File: config.mk
export PLATFORM = sky130hd
export DESIGN_NAME = sevenseg_scan_driver_flat
export DESIGN_NICKNAME = d
export VERILOG_FILES = /design/src/rtl/sevenseg_pkg.sv /design/src/rtl/sevenseg_scan_driver_if.sv /design/src/rtl/sevenseg_decoder.sv /design/src/rtl/sevenseg_scan_driver.sv /design/src/flat_wrapper.sv
export SDC_FILE = /design/constraint.sdc
export NUM_CORES = 1
export LEC_CHECK = 0
export BUFFER_PORTS_ARGS = -buffer_cell sky130_fd_sc_hd__clkbuf_2
export CAP_MARGIN = 10
export CORE_AREA = 8 8 65 67
export DETAILED_ROUTE_END_ITERATION = 6
export DIE_AREA = 0 0 73 75
export PLACE_DENSITY = 0.77
export SKIP_LAST_GASP = 1
export SYNTH_ARGS = -nofsm -noshare
export SYNTH_HDL_FRONTEND = slang
export SYNTH_SLANG_ARGS = --single-unit
File: constraint.sdc
create_clock -name CLK -period 2.4 [get_ports CLK]
set_input_delay 0.24 -clock CLK [delete_from_list [all_inputs] [get_ports CLK]]
set_output_delay 0.24 -clock CLK [all_outputs]
set_load 0.05 [all_outputs]
File: src/rtl/sevenseg_pkg.sv
// sevenseg_pkg: shared constants for the seven-segment display path.
//   - DIGIT_W      : width of the glyph code carried on the digit-code interface
//   - GLYPH_*      : non-numeric glyph codes (codes 0..9 are the decimal digits)
//   - SEG_*        : active-low segment patterns, bit order {g,f,e,d,c,b,a}
// Imported by the scan driver, its decoder, the interface and the
// display-control block so all agree on code meanings.
package sevenseg_pkg;

  localparam int DIGIT_W = 5;
  localparam int NUM_POS = 4;

  typedef logic [DIGIT_W-1:0] digit_t;
  typedef logic [6:0]         seg_t;

  // Glyph codes above the decimal digits
  localparam digit_t GLYPH_L     = 5'd10;
  localparam digit_t GLYPH_R     = 5'd11;
  localparam digit_t GLYPH_I     = 5'd12;
  localparam digit_t GLYPH_O     = 5'd13;
  localparam digit_t GLYPH_DASH  = 5'd14;
  localparam digit_t GLYPH_BLANK = 5'd15;  // 15 and everything above is dark

  // Active-low segment patterns {g,f,e,d,c,b,a}
  localparam seg_t SEG_BLANK = 7'h7F;
  localparam seg_t SEG_0     = 7'h40;
  localparam seg_t SEG_1     = 7'h79;
  localparam seg_t SEG_2     = 7'h24;
  localparam seg_t SEG_3     = 7'h30;
  localparam seg_t SEG_4     = 7'h19;
  localparam seg_t SEG_5     = 7'h12;
  localparam seg_t SEG_6     = 7'h02;
  localparam seg_t SEG_7     = 7'h78;
  localparam seg_t SEG_8     = 7'h00;
  localparam seg_t SEG_9     = 7'h10;
  localparam seg_t SEG_L     = 7'h47;
  localparam seg_t SEG_R     = 7'h2F;
  localparam seg_t SEG_I     = 7'h4F;
  localparam seg_t SEG_O     = 7'h23;
  localparam seg_t SEG_DASH  = 7'h3F;

endpackage

File: src/rtl/sevenseg_scan_driver_if.sv
// sevenseg_scan_driver_if: digit-code interface between the display-control
// block (master) and the panel-side scan driver (slave).
//   enable      : control -> driver, 1 = display on
//   digit       : control -> driver, glyph code for the position on anode_count
//   dp_mask     : control -> driver, decimal-point request per position
//   anode_count : driver -> control, position currently being scanned
//   scan_tick   : driver -> control, one-cycle pulse when anode_count advances
interface sevenseg_scan_driver_if;
  import sevenseg_pkg::*;

  logic         enable;
  digit_t       digit;
  logic [3:0]   dp_mask;
  logic [1:0]   anode_count;
  logic         scan_tick;

  modport master (
    output enable, digit, dp_mask,
    input  anode_count, scan_tick
  );

  modport slave (
    input  enable, digit, dp_mask,
    output anode_count, scan_tick
  );

endinterface

File: src/rtl/sevenseg_decoder.sv
// sevenseg_decoder: combinational glyph-code to segment decode.
//   code : 5-bit glyph code (0..9 digits, 10..14 letters/dash, 15..31 dark)
//   seg  : active-low segments {g,f,e,d,c,b,a}
module sevenseg_decoder
  import sevenseg_pkg::*;
(
  input  digit_t code,
  output seg_t   seg
);

  always_comb begin
    seg = SEG_BLANK;
    if (code < GLYPH_BLANK) begin
      case (code)
        5'd0:       seg = SEG_0;
        5'd1:       seg = SEG_1;
        5'd2:       seg = SEG_2;
        5'd3:       seg = SEG_3;
        5'd4:       seg = SEG_4;
        5'd5:       seg = SEG_5;
        5'd6:       seg = SEG_6;
        5'd7:       seg = SEG_7;
        5'd8:       seg = SEG_8;
        5'd9:       seg = SEG_9;
        GLYPH_L:    seg = SEG_L;
        GLYPH_R:    seg = SEG_R;
        GLYPH_I:    seg = SEG_I;
        GLYPH_O:    seg = SEG_O;
        GLYPH_DASH: seg = SEG_DASH;
        default:    seg = SEG_BLANK;
      endcase
    end
  end

endmodule

File: src/rtl/sevenseg_scan_driver.sv
// sevenseg_scan_driver: time-multiplexed driver for a four-digit seven-segment
// panel. Owns the refresh counter and publishes the scanned position; the
// control block answers with a glyph code that is sampled a few cycles into
// each slot (blanking first hides ghosting while the code settles).
//   CLK, RESET : clock, synchronous active-high reset
//   dif        : digit-code interface (slave side)
//   an         : anode enables, active-low, one-hot when lit
//   seg        : segments {g,f,e,d,c,b,a}, active-low
//   dp         : decimal point, active-low
// Parameters:
//   REFRESH_DIV : cycles per digit slot (>= 4)
//   SETTLE_CYC  : blanking cycles before the sample point (1..REFRESH_DIV-2)
module sevenseg_scan_driver
  import sevenseg_pkg::*;
#(
  parameter int REFRESH_DIV = 100000,
  parameter int SETTLE_CYC  = 2
) (
  input  logic                  CLK,
  input  logic                  RESET,
  sevenseg_scan_driver_if.slave dif,
  output logic [3:0]            an,
  output seg_t                  seg,
  output logic                  dp
);

  localparam int CNT_W = $clog2(REFRESH_DIV);
  localparam logic [CNT_W-1:0] CNT_LAST   = CNT_W'(REFRESH_DIV - 1);
  localparam logic [CNT_W-1:0] CNT_SAMPLE = CNT_W'(SETTLE_CYC);

  logic [CNT_W-1:0] cnt;
  logic [1:0]       anode_q;
  logic             tick_q;
  logic [3:0]       an_lit;
  seg_t             seg_dec;

  assign dif.anode_count = anode_q;
  assign dif.scan_tick   = tick_q;

  // Active-low one-hot anode for the current position
  for (genvar i = 0; i < NUM_POS; i++) begin : g_an
    assign an_lit[i] = ~(anode_q == 2'(i));
  end

  sevenseg_decoder u_dec (
    .code (dif.digit),
    .seg  (seg_dec)
  );

  // Slot end always blanks and advances; a low enable blanks on any other
  // edge; the sample edge latches the decoded glyph which then holds.
  always_ff @(posedge CLK) begin
    if (RESET) begin
      cnt     <= '0;
      anode_q <= 2'd0;
      tick_q  <= 1'b0;
      an      <= 4'hF;
      seg     <= SEG_BLANK;
      dp      <= 1'b1;
    end else begin
      tick_q <= 1'b0;
      cnt    <= cnt + 1'b1;
      if (cnt == CNT_LAST) begin
        cnt     <= '0;
        anode_q <= anode_q + 2'd1;
        tick_q  <= 1'b1;
        an      <= 4'hF;
        seg     <= SEG_BLANK;
        dp      <= 1'b1;
      end else if (!dif.enable) begin
        an  <= 4'hF;
        seg <= SEG_BLANK;
        dp  <= 1'b1;
      end else if (cnt == CNT_SAMPLE) begin
        an  <= an_lit;
        seg <= seg_dec;
        dp  <= ~dif.dp_mask[anode_q];
      end
    end
  end

endmodule
File: src/flat_wrapper.sv
// flat-port wrapper written by rule: the top's interface ports become plain ports
module sevenseg_scan_driver_flat import sevenseg_pkg::*;
#(
  parameter int REFRESH_DIV = 100000,
  parameter int SETTLE_CYC  = 2
)
  (CLK, RESET, an, seg, dp, dif_enable, dif_digit, dif_dp_mask, dif_anode_count, dif_scan_tick);
  sevenseg_scan_driver_if dif_i ();
  input  logic CLK;
  input  logic RESET;
  output logic [3:0] an;
  output seg_t seg;
  output logic dp;
  input wire logic [$bits(dif_i.enable)-1:0] dif_enable;
  input wire logic [$bits(dif_i.digit)-1:0] dif_digit;
  input wire logic [$bits(dif_i.dp_mask)-1:0] dif_dp_mask;
  output wire logic [$bits(dif_i.anode_count)-1:0] dif_anode_count;
  output wire logic [$bits(dif_i.scan_tick)-1:0] dif_scan_tick;
  assign dif_i.enable = dif_enable;
  assign dif_i.digit = dif_digit;
  assign dif_i.dp_mask = dif_dp_mask;
  assign dif_anode_count = dif_i.anode_count;
  assign dif_scan_tick = dif_i.scan_tick;
  sevenseg_scan_driver #(.REFRESH_DIV(REFRESH_DIV), .SETTLE_CYC(SETTLE_CYC)) u_core (.CLK(CLK), .RESET(RESET), .dif(dif_i), .an(an), .seg(seg), .dp(dp));
endmodule
# Yosys cells after proc, flatten, opt, wreduce, memory -nomap -nowiden
# Memories as Yosys holds them, arrays and structs flattened.
# Cells that the tools add are included.
# word_totals
ff_bits	32
out_inout_bits	15
inputBits	12
mem_count	1
romBits	112
word_cells	30
# memory_table
memory	words	word_bits	rd	rd_clocked_by_memory_dff	wr	line	rtl
(no name shown)	16	7	1	0	0	sevenseg_decoder.sv:14	case (code)
# op_classes
mux	5
bitwise	6
eq_ne	5
magnitude_cmp	2
addsub	2
n_reduce_logical	3
# ops
cell	count
17-bit by 1-bit adder with 17-bit output (second input constant)	1
17-bit == test (second input constant)	1
17-bit by 2-bit == test with 1-bit output (second input constant)	1
7-bit 2-to-1 mux	2
1-bit NOT	6
5-bit by 4-bit < comparator with 1-bit output (second input constant)	1
2-bit == test (second input constant)	2
2-bit by 3-bit < comparator with 1-bit output (second input constant)	1
3-bit OR reduction	1
2-bit by 1-bit adder with 2-bit output (second input constant)	1
1-bit binary-select mux with 2-bit select	1
2-bit by 1-bit == test with 1-bit output (second input constant)	1
2-bit logical NOT	1
1-bit 2-to-1 mux	2
2-bit OR reduction	1

# Depth between registers and ports, before layout
# depth
word_depth	3
mapped_depth	8
mapped_depth_nobuf	6

# By module
# From an unflattened synthesis, not the netlist that was laid out.
# hier_totals
hier_cells	200
hier_area_um2	1829.3
# modules_own_cells
mod	n_inst	cells_each	seq_area_each_um2	area_per_inst_um2
sevenseg_scan_driver	1	162	640.6	1511.4
sevenseg_decoder	1	38	0.0	317.8

# Least setup slack after synthesis
# Ideal clock, no wire load.
# synth_path
path_kind	register -> register
from	reg u_core.cnt[0]
to	reg u_core.cnt[16]
required_ns	2.330
path_stages_with_launch	6
path_slack_ns	0.604
n_path_buf	0
arrival_ns	1.726
path_cell_list	dfxtp_1 ha_1 nand4_1 or2_1 or4_1 a21oi_1
# synth_via
elab_chain_cells	2
# synth_lines
element	line	rtl
start, declared	sevenseg_scan_driver.sv:31	logic [CNT_W-1:0] cnt;
start signal, assigned	sevenseg_scan_driver.sv:62	cnt <= cnt + 1'b1;
parallel branches: the longest is 2 deep, another holds 17-bit by 1-bit adder with 17-bit output	-	
# Several ways; the timed one is not identified.
# A chain may end at the register's enable or synchronous reset.

# Worst setup path in the final report
# layout_path
from	reg u_core.cnt[0]
to	reg u_core.cnt[11]
# Same word-level chain as after synthesis.

==> out/summary.log <==
INFO  logic_synthesis ys_seq_elements=32
INFO  final_layout   seqCellArea=640.6µm²
INFO  logic_synthesis synth_ff_type=sky130_fd_sc_hd__dfxtp_1
INFO  cts            cts.hold.buffers_added=0
INFO  timing         setup_viol_count_final=0
INFO  final_layout   layout.cell_area.non_filler=1999µm²
INFO  logic_synthesis yosysSeqAreaShare=0.3662
INFO  timing         timing_worst_slew_pin_value=0.5693ns
INFO  timing         hold_ws=0.1424ns
INFO  power_and_ir_drop power_leakage=0.8062nW
INFO  timing         grt_setup_unrepaired=no
INFO  run            count_of_maximum_capacitance_violations=0
INFO  cts            post_cts_resize_count=0
INFO  final_layout   final_cell_count_no_fill=282
INFO  timing         max-slew-margin-rel=0.6169
INFO  power_and_ir_drop worst_ir_drop_vdd=0.3415mV
INFO  cts            cts_post_setup_buffers_inserted=0
INFO  placed_design  dp_hpwl=2.693mm
INFO  timing         setup_slack_after_layout=0.4636ns
INFO  logic_synthesis syn_area=1749µm²
INFO  global_routing first_pass_grt_wire_length=6.154mm
INFO  logic_synthesis synthesis.area_per_instance=8.410µm²
INFO  detailed_routing drt_pre_antenna_iters=4
INFO  cts            cts.clk_slew.worst_paths=0.11ns
INFO  worst_setup_path cp-end-kind=flop
INFO  final_layout   antenna_cells_inserted=0
INFO  placed_design  gp_routability_congestion=0.8697
INFO  worst_setup_path timing.critical_path.from_type=flop
INFO  timing         setup_tns=0ns
INFO  final_layout   fillerInstances=307
INFO  final_layout   flow.area_growth_from_synthesis=14.31%
INFO  global_routing grt.total_usage=0.1427
INFO  logic_synthesis synth_warnings=0
INFO  logic_synthesis yosys-top-cells-count=32 x sky130_fd_sc_hd__dfxtp_1, 23 x sky130_fd_sc_hd__nor2_1, 19 x sky130_fd_sc_hd__a21oi_1
INFO  detailed_routing post-route-drc-count=0
INFO  logic_synthesis number_of_different_library_cells_in_the_post_synthesis_netlist=37
INFO  timing         timing.clock.skew=0.01751ns
INFO  floorplanning  start_util=0.5412
INFO  final_layout   numnets_final=260
INFO  floorplanning  coreArea=3232µm²
INFO  logic_synthesis synthArstFlopShare=0
INFO  timing         report.final.hold_viol_count=0
INFO  worst_setup_path critical_path_peak_fanout=15
INFO  timing         timing.final.crit_period=1.936ns
INFO  final_layout   layout-drive-gt1-share=0.1737
INFO  logic_synthesis yosys.area.top_type=sky130_fd_sc_hd__dfxtp_1
INFO  cts            cts_buffers=5
INFO  detailed_routing postRouteWirelength=3.667mm
INFO  final_layout   area_of_combinational_cells_with_multiple_inputs=1035µm²
INFO  cts            clock_latency_reported_for_the_late_side_of_the_worst_skew_pair=0.34ns
INFO  global_routing antenna_violations_before_repair=0
INFO  worst_setup_path crit_type=flop to flop
INFO  timing         finalCritPeriodShare=0.8068
INFO  detailed_routing route.antenna.remaining_nets=0
INFO  worst_setup_path timing.critical_path.cells=ha_1 > nand4_1 > nor3_1 > a21o_1 > nor2_1
INFO  detailed_routing routed_wire_length_per_instance=13.00µm
INFO  floorplanning  die-area=5475µm²
INFO  min_path       hold_path_class=input port to flop
INFO  cts            cts.sink_count=32
INFO  global_routing grt_total_ovfl=0
INFO  global_routing grt_max_degree=22
INFO  logic_synthesis syn-num-nets=233
INFO  logic_synthesis synth_area_leaders=sky130_fd_sc_hd__dfxtp_1 37%, sky130_fd_sc_hd__ha_1 9.3%, sky130_fd_sc_hd__a21oi_1 5.4%
INFO  timing         report.final.slew_viol_count=0
INFO  placed_design  dp_worst_setup_slack=0.4665ns
INFO  placed_design  placement.cell_area=1923µm²
INFO  logic_synthesis yosys.area.top_type_share=0.3662
INFO  logic_synthesis synthCells=208
INFO  floorplanning  io_pins=27
INFO  worst_setup_path crit_slowest_cell=sky130_fd_sc_hd__a21o_1
INFO  floorplanning  std_cell_rows=21
INFO  worst_setup_path critical_path.top_delay_family=simple AND/OR/NAND/NOR gates
INFO  floorplanning  die_height=75µm
INFO  placed_design  port-buffer-count=26
INFO  detailed_routing dr.first_iter.drc_count=104
INFO  logic_synthesis synth_enable_flop_cells=0
INFO  cts            cts.htree.levels=2
INFO  global_routing grt_pass1_vias=1,389
INFO  placed_design  post-place-cells=274
INFO  logic_synthesis synthMostInstantiatedCell=sky130_fd_sc_hd__dfxtp_1
INFO  run_status     status=complete, no violations
INFO  cts            tritoncts=built
INFO  worst_setup_path timing.critical_path.required=2.60ns
INFO  detailed_routing route.detailed.vias_per_inst=5.457
INFO  detailed_routing num_vias=1,539
INFO  worst_setup_path critPathBufInv=0
INFO  power_and_ir_drop p_per_area=527.0nW/µm²
INFO  cts            cts_root_buffer=sky130_fd_sc_hd__clkbuf_4
INFO  worst_setup_path critical_path.max_stage_delay=0.49ns
INFO  cts            buffer_depth_of_the_longest_clock_path=2
INFO  timing         achievable-frequency=0.5164GHz
INFO  floorplanning  chipWidth=73µm
INFO  worst_setup_path arrival=2.14ns
per-layer routing:
metal	vias up	part of all wire	track usage
li1	798	-	-
met1	705	0.46	0.1633
met2	28	0.47	0.2433
met3	8	0.051	0.03329
met4	0	0.015	0.07333
met5	-	0	0
final cells by class:
| cell class | count | area share |
|---|---|---|
| repair buffers | 29 | 0.07635 |
| inverters | 10 | 0.01877 |
| multi-input cells | 157 | 0.5175 |
| clock buffers | 6 | 0.02065 |
| well taps | 46 | 0.02879 |
| flip-flops and latches | 32 | 0.3204 |
| clock inverters | 2 | 0.01752 |
per-stage QoR:
step | utilization | power, mW
floorplan | - | 0.6331
detailed placement | 0.5950 | 0.6643
CTS | 0.6187 | 1.064
global route | 0.6187 | 1.100
finish | 0.6187 | 1.054
global placement | 0.5950 | 0.6622
cell usage in the layout, fill, tap and decap left out, types with 2 or more instances in the layout:
cell	instances
sky130_fd_sc_hd__dfxtp_1	32
sky130_fd_sc_hd__nand4_1	3
sky130_fd_sc_hd__clkbuf_2	26
sky130_fd_sc_hd__clkbuf_4	5
sky130_fd_sc_hd__a41o_1	2
sky130_fd_sc_hd__and2_1	2
sky130_fd_sc_hd__o21ai_1	4
sky130_fd_sc_hd__a2111oi_0	2
sky130_fd_sc_hd__inv_1	10
sky130_fd_sc_hd__nand3_1	9
sky130_fd_sc_hd__mux2i_1	4
sky130_fd_sc_hd__o31ai_1	3
sky130_fd_sc_hd__buf_4	3
sky130_fd_sc_hd__nor2_1	23
sky130_fd_sc_hd__nor3_1	7
sky130_fd_sc_hd__xor2_1	5
sky130_fd_sc_hd__o21ai_0	10
sky130_fd_sc_hd__xnor2_1	8
sky130_fd_sc_hd__mux4_2	2
sky130_fd_sc_hd__nor4_1	8
sky130_fd_sc_hd__ha_1	13
sky130_fd_sc_hd__nand2_1	11
sky130_fd_sc_hd__or4_1	3
sky130_fd_sc_hd__or3_1	2
sky130_fd_sc_hd__a21oi_1	19
sky130_fd_sc_hd__and3_1	6
state kept, by name, summed over array words and instances (netlist names):
name	flops
u_core.cnt	17
u_core.seg	7
u_core.an	4
u_core.dif.anode_count	2
u_core.dif.scan_tick	1
u_core.dp	1
worst paths after layout:
check | from | end | slack (ns) | cells after the start
max | u_core.cnt[0] | u_core.cnt[11] | 0.46 | 5
min | RESET | u_core.cnt[2] | 0.14 | 2
max reg2reg | u_core.cnt[0] | u_core.cnt[11] | 0.46 | 5
min reg2reg | u_core.cnt[0] | u_core.cnt[0] | 0.48 | 1
power breakdown:
part           switching (mW)  total (mW)  internal (mW)  leakage (nW)
logic                  0.0665       0.107         0.0404         0.505
clock network           0.183       0.402          0.218        0.0422
registers             0.00704       0.545          0.538         0.259
logic make-up (layout without fill, tap and decap cells):
family,Yosys count,after routing,synth area share
AOI/OAI and AO/OA,45,45,0.1517
buffers and inverters,19,47,0.04221
DFF,32,32,0.3662
xor gates and xnor gates,13,13,0.06509
and+or+nand+nor,80,80,0.2332
muxes,6,6,0.04864
adders and majority gates,13,13,0.09299
(Power assumes the default switching activity.)
